--- config.mk ---
export PLATFORM = sky130hd
export DESIGN_NAME = vga_fb_arbiter
export DESIGN_NICKNAME = d
export VERILOG_FILES = /design/src/rtl/vga_pkg.sv /design/src/rtl/sat_counter.sv /design/src/rtl/vga_fb_arbiter.sv
export SDC_FILE = /design/constraint.sdc
export NUM_CORES = 1
export LEC_CHECK = 0
export CORE_MARGIN = 2
export CORE_UTILIZATION = 26
export DETAILED_ROUTE_END_ITERATION = 8
export DONT_BUFFER_PORTS = 1
export HOLD_SLACK_MARGIN = 0.15
export SYNTH_ARGS = -nofsm -noshare
export SYNTH_HDL_FRONTEND = slang
export SYNTH_SLANG_ARGS = --single-unit
--- constraint.sdc ---
create_clock -name clk -period 2.25 [get_ports clk]
set_input_delay 0.5625 -clock clk [delete_from_list [all_inputs] [get_ports clk]]
set_output_delay 0.5625 -clock clk [all_outputs]
set_load 0.01 [all_outputs]
--- src/rtl/vga_pkg.sv ---
// Shared frame-buffer types and constants for the VGA/CPU memory arbiter.
package vga_pkg;

  // Kind of access travelling down the in-flight tag pipeline.
  typedef enum logic [1:0] {
    SLOT_NONE   = 2'd0,
    SLOT_VGA    = 2'd1,
    SLOT_CPU_RD = 2'd2,
    SLOT_CPU_WR = 2'd3
  } slot_t;

  localparam logic [15:0] FB_BASE       = 16'h3000;
  localparam int unsigned FB_COLS_WORDS = 40;
  localparam int unsigned FB_ROWS       = 60;

  // True when a tag belongs to a CPU access of either direction.
  function automatic logic is_cpu_slot(input slot_t s);
    return (s == SLOT_CPU_RD) || (s == SLOT_CPU_WR);
  endfunction

endpackage

--- src/rtl/sat_counter.sv ---
// Saturating up-counter with synchronous clear; clear wins over increment.
module sat_counter #(
  parameter int unsigned WIDTH = 8
) (
  input  logic             clk,
  input  logic             reset,
  input  logic             inc,
  input  logic             clr,
  output logic [WIDTH-1:0] count
);

  logic [WIDTH-1:0] count_q;
  logic [WIDTH-1:0] count_d;

  // Next count: clear, saturating increment, or hold.
  always_comb begin
    count_d = count_q;
    if (clr) begin
      count_d = '0;
    end else if (inc && (count_q != {WIDTH{1'b1}})) begin
      count_d = count_q + WIDTH'(1);
    end
  end

  // Count register.
  always_ff @(posedge clk) begin
    if (reset) begin
      count_q <= '0;
    end else begin
      count_q <= count_d;
    end
  end

  assign count = count_q;

endmodule

--- src/rtl/vga_fb_arbiter.sv ---
// Frame-buffer port arbiter: VGA fetches always win, the CPU takes every free
// slot, and the worst CPU stall run is recorded for bring-up.
module vga_fb_arbiter
  import vga_pkg::*;
#(
  parameter int unsigned ADDR_WIDTH  = 16,
  parameter int unsigned DATA_WIDTH  = 16,
  parameter int unsigned STALL_WIDTH = 8
) (
  input  logic                   clk,
  input  logic                   reset,
  input  logic                   vga_req,
  input  logic [ADDR_WIDTH-1:0]  vga_addr,
  output logic [DATA_WIDTH-1:0]  vga_data,
  output logic                   vga_valid,
  input  logic                   cpu_req,
  input  logic                   cpu_we,
  input  logic [ADDR_WIDTH-1:0]  cpu_addr,
  input  logic [DATA_WIDTH-1:0]  cpu_wdata,
  output logic                   cpu_ack,
  output logic [DATA_WIDTH-1:0]  cpu_rdata,
  output logic [ADDR_WIDTH-1:0]  mem_addr,
  output logic                   mem_we,
  output logic [DATA_WIDTH-1:0]  mem_wdata,
  input  logic [DATA_WIDTH-1:0]  mem_rdata,
  output logic [STALL_WIDTH-1:0] stall_max
);

  slot_t                  s1_q, s1_d;
  slot_t                  s2_q, s2_d;
  logic [ADDR_WIDTH-1:0]  mem_addr_q, mem_addr_d;
  logic                   mem_we_q, mem_we_d;
  logic [DATA_WIDTH-1:0]  mem_wdata_q, mem_wdata_d;
  logic [DATA_WIDTH-1:0]  vga_data_q, vga_data_d;
  logic                   vga_valid_q, vga_valid_d;
  logic [DATA_WIDTH-1:0]  cpu_rdata_q, cpu_rdata_d;
  logic                   cpu_ack_q, cpu_ack_d;
  logic [STALL_WIDTH-1:0] stall_max_q, stall_max_d;
  logic [STALL_WIDTH-1:0] stall_cnt;

  logic cpu_busy_c;
  logic cpu_elig_c;
  logic issue_cpu_c;
  logic stall_inc_c;

  // CPU eligibility: one CPU op in flight at a time, and never in its ack cycle.
  always_comb begin
    cpu_busy_c  = is_cpu_slot(s1_q) || is_cpu_slot(s2_q) || cpu_ack_q;
    cpu_elig_c  = cpu_req && !cpu_busy_c;
    issue_cpu_c = cpu_elig_c && !vga_req;
    stall_inc_c = cpu_elig_c && vga_req;
  end

  // Issue decision: load the memory port registers and the stage-1 tag.
  always_comb begin
    mem_addr_d  = mem_addr_q;
    mem_wdata_d = mem_wdata_q;
    mem_we_d    = 1'b0;
    s1_d        = SLOT_NONE;
    if (vga_req) begin
      mem_addr_d  = vga_addr;
      mem_wdata_d = cpu_wdata;
      s1_d        = SLOT_VGA;
    end else if (issue_cpu_c) begin
      mem_addr_d  = cpu_addr;
      mem_wdata_d = cpu_wdata;
      mem_we_d    = cpu_we;
      s1_d        = cpu_we ? SLOT_CPU_WR : SLOT_CPU_RD;
    end
  end

  // Stage-2 completion: route the memory read data to its requester.
  always_comb begin
    s2_d        = s1_q;
    vga_data_d  = vga_data_q;
    vga_valid_d = 1'b0;
    cpu_rdata_d = cpu_rdata_q;
    cpu_ack_d   = 1'b0;
    case (s2_q)
      SLOT_VGA: begin
        vga_data_d  = mem_rdata;
        vga_valid_d = 1'b1;
      end
      SLOT_CPU_RD: begin
        cpu_rdata_d = mem_rdata;
        cpu_ack_d   = 1'b1;
      end
      SLOT_CPU_WR: begin
        cpu_ack_d = 1'b1;
      end
      default: begin
      end
    endcase
  end

  // Longest stall run seen; inherits saturation from the stall counter.
  always_comb begin
    stall_max_d = (stall_cnt > stall_max_q) ? stall_cnt : stall_max_q;
  end

  // Consecutive cycles an eligible CPU request lost to VGA.
  sat_counter #(
    .WIDTH (STALL_WIDTH)
  ) u_stall_cnt (
    .clk   (clk),
    .reset (reset),
    .inc   (stall_inc_c),
    .clr   (issue_cpu_c),
    .count (stall_cnt)
  );

  // Pipeline and output registers; reset flushes both tag stages.
  always_ff @(posedge clk) begin
    if (reset) begin
      s1_q        <= SLOT_NONE;
      s2_q        <= SLOT_NONE;
      mem_addr_q  <= '0;
      mem_we_q    <= 1'b0;
      mem_wdata_q <= '0;
      vga_data_q  <= '0;
      vga_valid_q <= 1'b0;
      cpu_rdata_q <= '0;
      cpu_ack_q   <= 1'b0;
      stall_max_q <= '0;
    end else begin
      s1_q        <= s1_d;
      s2_q        <= s2_d;
      mem_addr_q  <= mem_addr_d;
      mem_we_q    <= mem_we_d;
      mem_wdata_q <= mem_wdata_d;
      vga_data_q  <= vga_data_d;
      vga_valid_q <= vga_valid_d;
      cpu_rdata_q <= cpu_rdata_d;
      cpu_ack_q   <= cpu_ack_d;
      stall_max_q <= stall_max_d;
    end
  end

  assign mem_addr  = mem_addr_q;
  assign mem_we    = mem_we_q;
  assign mem_wdata = mem_wdata_q;
  assign vga_data  = vga_data_q;
  assign vga_valid = vga_valid_q;
  assign cpu_rdata = cpu_rdata_q;
  assign cpu_ack   = cpu_ack_q;
  assign stall_max = stall_max_q;

endmodule

# Yosys cells after proc, flatten, opt, wreduce, memory -nomap -nowiden
# Index checks and enable logic that the tools add are counted.
dict set report totals {
  reg_bits 87
  input_bits 69
  out_inout_bits 75
}
dict set report op_classes {
  addsub 1
  order_cmp 1
  n_eq_ne 6
  mux 9
  n_bitwise 1
  n_reduce_logical 14
}
# operator count
set op_table {}
lappend op_table {{16-bit two-way mux} 4}
lappend op_table {{8-bit by 1-bit adder with 8-bit output (second input constant)} 1}
lappend op_table {{2-bit equality test (second input constant)} 4}
lappend op_table {{8-bit greater-than comparator} 1}
lappend op_table {{8-bit != test (second input constant)} 1}
lappend op_table {{1-bit two-way mux} 5}
lappend op_table {{1-bit logical AND} 4}
lappend op_table {{1-bit logical OR} 4}
lappend op_table {{2-bit OR reduction} 2}
lappend op_table {{3-bit OR reduction} 1}
lappend op_table {{2-bit by 1-bit equality test with 1-bit output (second input constant)} 1}
lappend op_table {{1-bit zero test} 2}
lappend op_table {{2-bit nonzero test} 1}
lappend op_table {{1-bit NOT} 1}

# Depth between registers and ports, before layout
dict set report logic_depth {
  word_depth 9
  ltp_mapped 8
}

# Cells and area by module
# A second synthesis with hierarchy kept.
dict set report unflattened {
  cells_unflattened 442
  area_unflattened_um2 3708.6
}
# module n_inst cells_each area_each_um2
set by_module_without_submodules {}
lappend by_module_without_submodules {vga_fb_arbiter 1 395 3273.1}
lappend by_module_without_submodules {sat_counter 1 47 435.4}

# Least setup slack after synthesis
# Ideal clock, no wire load.
dict set report synth_path {
  path_kind {reg-to-reg}
  startpoint {reg stall_max_q[5] (netlist: stall_max[5])}
  endpoint {reg stall_max_q[0] (netlist: stall_max[0])}
  setup_ps 61
  arrival_ps 1898
  required_ps 2189
  slack_ps 291
  path_stages_with_launch 8
  path_buffers 0
  path_cell_list {dfxtp_1 inv_1 ha_1 a211o_1 a21oi_2 a21oi_1 nor2_1 a221o_1}
}
dict set report synth_between {
  elab_chain_len 1
}
# element line_no
set synth_lines {}
lappend synth_lines {{start: declaration} vga_fb_arbiter.sv:38} ;# logic [STALL_WIDTH-1:0] stall_max_q, stall_max_d;
lappend synth_lines {{start signal: assignment} vga_fb_arbiter.sv:135} ;# stall_max_q <= stall_max_d;
lappend synth_lines {{8-bit greater-than comparator} vga_fb_arbiter.sv:98} ;# stall_max_d = (stall_cnt > stall_max_q) ? stall_cnt : stall_max_q;
# Every way passes these cells.
# A chain may end at the register's enable or synchronous reset.

# Worst setup path after layout
dict set report layout_path {
  startpoint {reg stall_max_q[6] (netlist: stall_max[6])}
  endpoint {reg stall_max_q[5] (netlist: stall_max[5])}
}
# Same word-level chain as after synthesis.

==> results.txt <==
The number of I/O port buffers came out at 0. The clock net sink count came out at 87. The final routed wire length divided by cell count came out at between 10 and 15 um. In the finished design, the share of the clock period the worst path needs comes to 0.894. The total power per unit cell area came out at 812 nW/um2. The worst register-to-register path ends at stall_max[5].

In this run the static leakage power is between 1.5 and 2 nW. 0 antenna diodes ended up in the layout. The synthesized-area fraction occupied by ao, oa, aoi and oai cells is 0.171.

The number of synthesized flops with an enable pin came out at 0. The data required time of the worst path is 2470 ps. The largest incremental delay on the critical path came out at 420 ps. The path with the worst hold slack has its endpoint at mem_addr[9]. The count of different cell masters after synthesis is 35. By area the synthesized netlist is led by sky130_fd_sc_hd__dfxtp_1 (48%), sky130_fd_sc_hd__a21oi_1 (11%), sky130_fd_sc_hd__nand2_1 (10%). The highest fanout seen on the critical path came out at 6. The share of final-layout standard cells stronger than drive strength 1 came out at 0.0801. The number of nets in the layout came out at 512. After synthesis, the share of cell area in mux cells is 0.0473. The buffer cell driving the clock tree root is sky130_fd_sc_hd__clkbuf_16. The number of buffers added by the clock tree synthesis step came out at 9.

The average footprint of a synthesized cell came out at 8.25 um2. The data arrival at the endpoint of the critical path is 2240 ps. The slack of the worst reg-to-reg path is approximately 240 ps. Prior to clock tree synthesis, the placed netlist has a worst setup slack of about 220 ps. The number of antenna violations at the first check in global routing came to 0. The cell type with the highest occurrence count on the critical path is sky130_fd_sc_hd__nor3_1. In this run the post-CTS setup repair buffer count came out at 0. The number of top-level design ports is roughly 140. The horizontal die dimension came out at 122 um. The worst path in the final design needs a cycle of 2010 ps, including I/O delays and setup. The leftover overflow at the end of global routing came out at 0. Of the total synthesized cell area, the portion taken by XOR and XNOR cells is 0.0122. The worst hold slack after final layout came out at 296 ps. Setup repair after global routing left no endpoint under its margin. The first global-routing pass estimated 14300 um of wire. The largest net degree at the start of global routing is 82. The max-slew violation count came out at 0. The clock latency reported for the late side of the worst-skew pair came out at approximately 340 ps. The signal on the critical path passes through inv_1, ha_1, nand4_1, nor3_1, nor3_1, buf_4, a221o_1. The weighted congestion reported at the end of routability-driven placement came out at around 0.82. The count of endpoints failing hold in the final timing report is 0. The aggregate negative setup slack is 0 ps. The share of async-settable or async-resettable flops after synthesis is 0. Of the total synthesized cell area, the portion taken by full adders, half adders and majority gates is 0.0313.

The total power came out at 0.00334 W. The worst hold path stage count is 1. Synthesis produced a netlist with a net count of 514. The tightest min-delay check is of the input port to flop type. Headroom to the max-slew limit came out at 0.546. During synthesis, Yosys emitted a total of 0 warnings. The number of buffers on the longest clock path came out at 2. The worst setup path is captured at a flop.

The post-cts gate resize count is 0. On the critical path, the stage with the largest delay is an instance of sky130_fd_sc_hd__dfxtp_1. Setup violations remaining at the end of the flow were counted as 0.

The cell type contributing the most total cell area after synthesis is sky130_fd_sc_hd__dfxtp_1. The total routing resource utilization after global routing is 0.124. After clock tree synthesis, the clock-pin slew on the worst setup and hold paths is 60 ps. After synthesis, the largest family of logic cells by area is simple AND/OR/NAND/NOR gates. The slack of the critical path is between 200 and 250 ps. The first-pass iteration count of the detailed router is 4. The average via count per standard cell came out at approximately 4.9. The worst-case reg-to-reg path depth is 7. The peak supply drop is between 0.3 and 0.4 mV. The synthesis-to-layout area growth came out at 14.4%. The startpoint of the most critical register-to-register path is stall_max[6].

The violation count after the first detailed-route iteration is 86. The placed wire-length estimate after detailed placement is 6510 um. The count of standard-cell rows is 42. The total die area came out at 14800 um2. The share of synthesized area in the top cell type comes to 0.484. The reported max-cap violation count is 0. Across all layers, the routed design uses around 3000 vias. The via count of the first global-routing pass is 2923. The total of hold buffers inserted after clock tree synthesis came out at 0. Wires add up to 9070 um.

The CTS tree is yes. The fraction of the yosys area taken by sequential cells is 0.484. Counting every instance in the synthesized netlist gives around 440.

The critical path is of the flop to flop type. The effective utilization at floorplan came out at 0.268. For this run, the leading register cell type out of synthesis is sky130_fd_sc_hd__dfxtp_1.

The worst clock skew on the final layout came out at 5.14 ps. The worst setup path is launched from a flop. CTS built an H-tree with a depth of 3.

Counting flops and latches in the post-synthesis netlist gives 87. The detail route stage leaves a number of antenna-violating nets equal to 0. The start point of the worst hold path is reset. The area inside the core boundary came out at 13400 um2. The y dimension of the die came out at between 100 and 150 um. For the pin with the worst max-slew slack, the measured transition is about 680 ps. The flow ran to the end, and the final reports show no timing, DRC or antenna violations. The post-synthesis simple-gate area fraction is 0.210. The synthesized cell area is approximately 3600 um2. The highest attainable clock frequency is 497 MHz.

After detailed routing, the number of remaining DRC violations is 0.
==> layer usage <==
metal	global-route usage	up-vias	part of all wire
met5	0	-	0
met4	0.0517	0	0.019
met3	0.0506	14	0.076
met2	0.208	109	0.49
met1	0.139	1385	0.42
li1	-	1467	-
==> how the worst max path moves through the flow <==
stage	from	endpoint	slack, ps	depth (start not counted)
finish	stall_max[6]	stall_max[5]	240	7
global route	stall_max[3]	stall_max[4]	140	6
CTS	stall_max[6]	stall_max[5]	210	7
detailed placement	stall_max[6]	stall_max[5]	220	7
global placement	stall_max[7]	stall_max[5]	300	7
floorplan	stall_max[5]	stall_max[0]	290	7
==> cell type report <==
class                           count  area (um2)
Multi-Input combinational cell    310        1700
Inverter                           11        41.3
Sequential cell                    87        1740
Tap cell                          176         220
Timing Repair Buffer               15         125
Fill cell                        1424        9290
Clock inverter                      4        47.5
Clock buffer                       10         239
==> worst max-delay path: cells and delay by family, from the launching register on <==
family          cells  cell delay, ps
simple gates        3             620
compound gates      1             300
fa+ha+maj           1             310
buf+inv             2             250
flops               1             420
==> cells in the final DEF, fill, tap and decap left out, types with 2 or more instances in the layout <==
master                      count
sky130_fd_sc_hd__nor3_1         4
sky130_fd_sc_hd__clkinv_2       2
sky130_fd_sc_hd__ha_1           9
sky130_fd_sc_hd__a221o_1        8
sky130_fd_sc_hd__buf_4         14
sky130_fd_sc_hd__nand2b_1       3
sky130_fd_sc_hd__a21oi_1       77
sky130_fd_sc_hd__o211ai_1       8
sky130_fd_sc_hd__clkbuf_16      9
sky130_fd_sc_hd__nor2b_1        6
sky130_fd_sc_hd__nand2_1      100
sky130_fd_sc_hd__or3_1          2
sky130_fd_sc_hd__inv_1         11
sky130_fd_sc_hd__nand4_1       10
sky130_fd_sc_hd__nand3_1        2
sky130_fd_sc_hd__nor2_1        43
sky130_fd_sc_hd__xnor2_1        5
sky130_fd_sc_hd__o21ai_0        2
sky130_fd_sc_hd__dfxtp_1       87
sky130_fd_sc_hd__mux2i_1       17
==> state kept, by name, summed over array words and instances, names as in the netlist <==
name / cells
cpu_rdata: 16
mem_addr: 16
mem_wdata: 16
vga_data: 16
stall_max: 8
u_stall_cnt.count: 8
s1_q: 2
s2_q: 2
cpu_ack: 1
mem_we: 1
vga_valid: 1
==> cell usage after synthesis, types with 3 or more instances <==
cell type and number:
sky130_fd_sc_hd__a21oi_1 77, sky130_fd_sc_hd__a221o_1 8, sky130_fd_sc_hd__clkbuf_1 23, sky130_fd_sc_hd__dfxtp_1 87, sky130_fd_sc_hd__ha_1 9, sky130_fd_sc_hd__inv_1 11, sky130_fd_sc_hd__mux2i_1 17, sky130_fd_sc_hd__nand2_1 100
sky130_fd_sc_hd__nand2b_1 3, sky130_fd_sc_hd__nand4_1 10, sky130_fd_sc_hd__nor2_1 43, sky130_fd_sc_hd__nor2b_1 6, sky130_fd_sc_hd__nor3_1 4, sky130_fd_sc_hd__o211ai_1 8, sky130_fd_sc_hd__xnor2_1 5
==> cell families after synthesis <==
family / count (synthesis)
XOR/XNOR: 5
multiplexers: 17
AO/OA/AOI/OAI: 103
buffers and inverters: 39
flip-flops: 87
AND/OR/NAND/NOR: 176
adder cells (fa/ha/maj): 9
==> through the flow <==
| stage | instance area, um2 | util | std cells |
|---|---|---|---|
| floorplan | 3600 | - | 436 |
| global placement | 3830 | 0.286 | 599 |
| detailed placement | 3830 | 0.286 | 599 |
| CTS | 4110 | 0.307 | 613 |
| global route | 4110 | 0.307 | 613 |
| finish | 4110 | 0.307 | 613 |
==> where the power goes <==
| group | internal [W] | total [W] | switching (W) |
|---|---|---|---|
| Clock | 0.000874 | 0.00146 | 0.000587 |
| Combinational | 0.0000899 | 0.000203 | 0.000113 |
| Sequential | 0.00160 | 0.00168 | 0.0000732 |
Power figures use the tool's default switching activity.
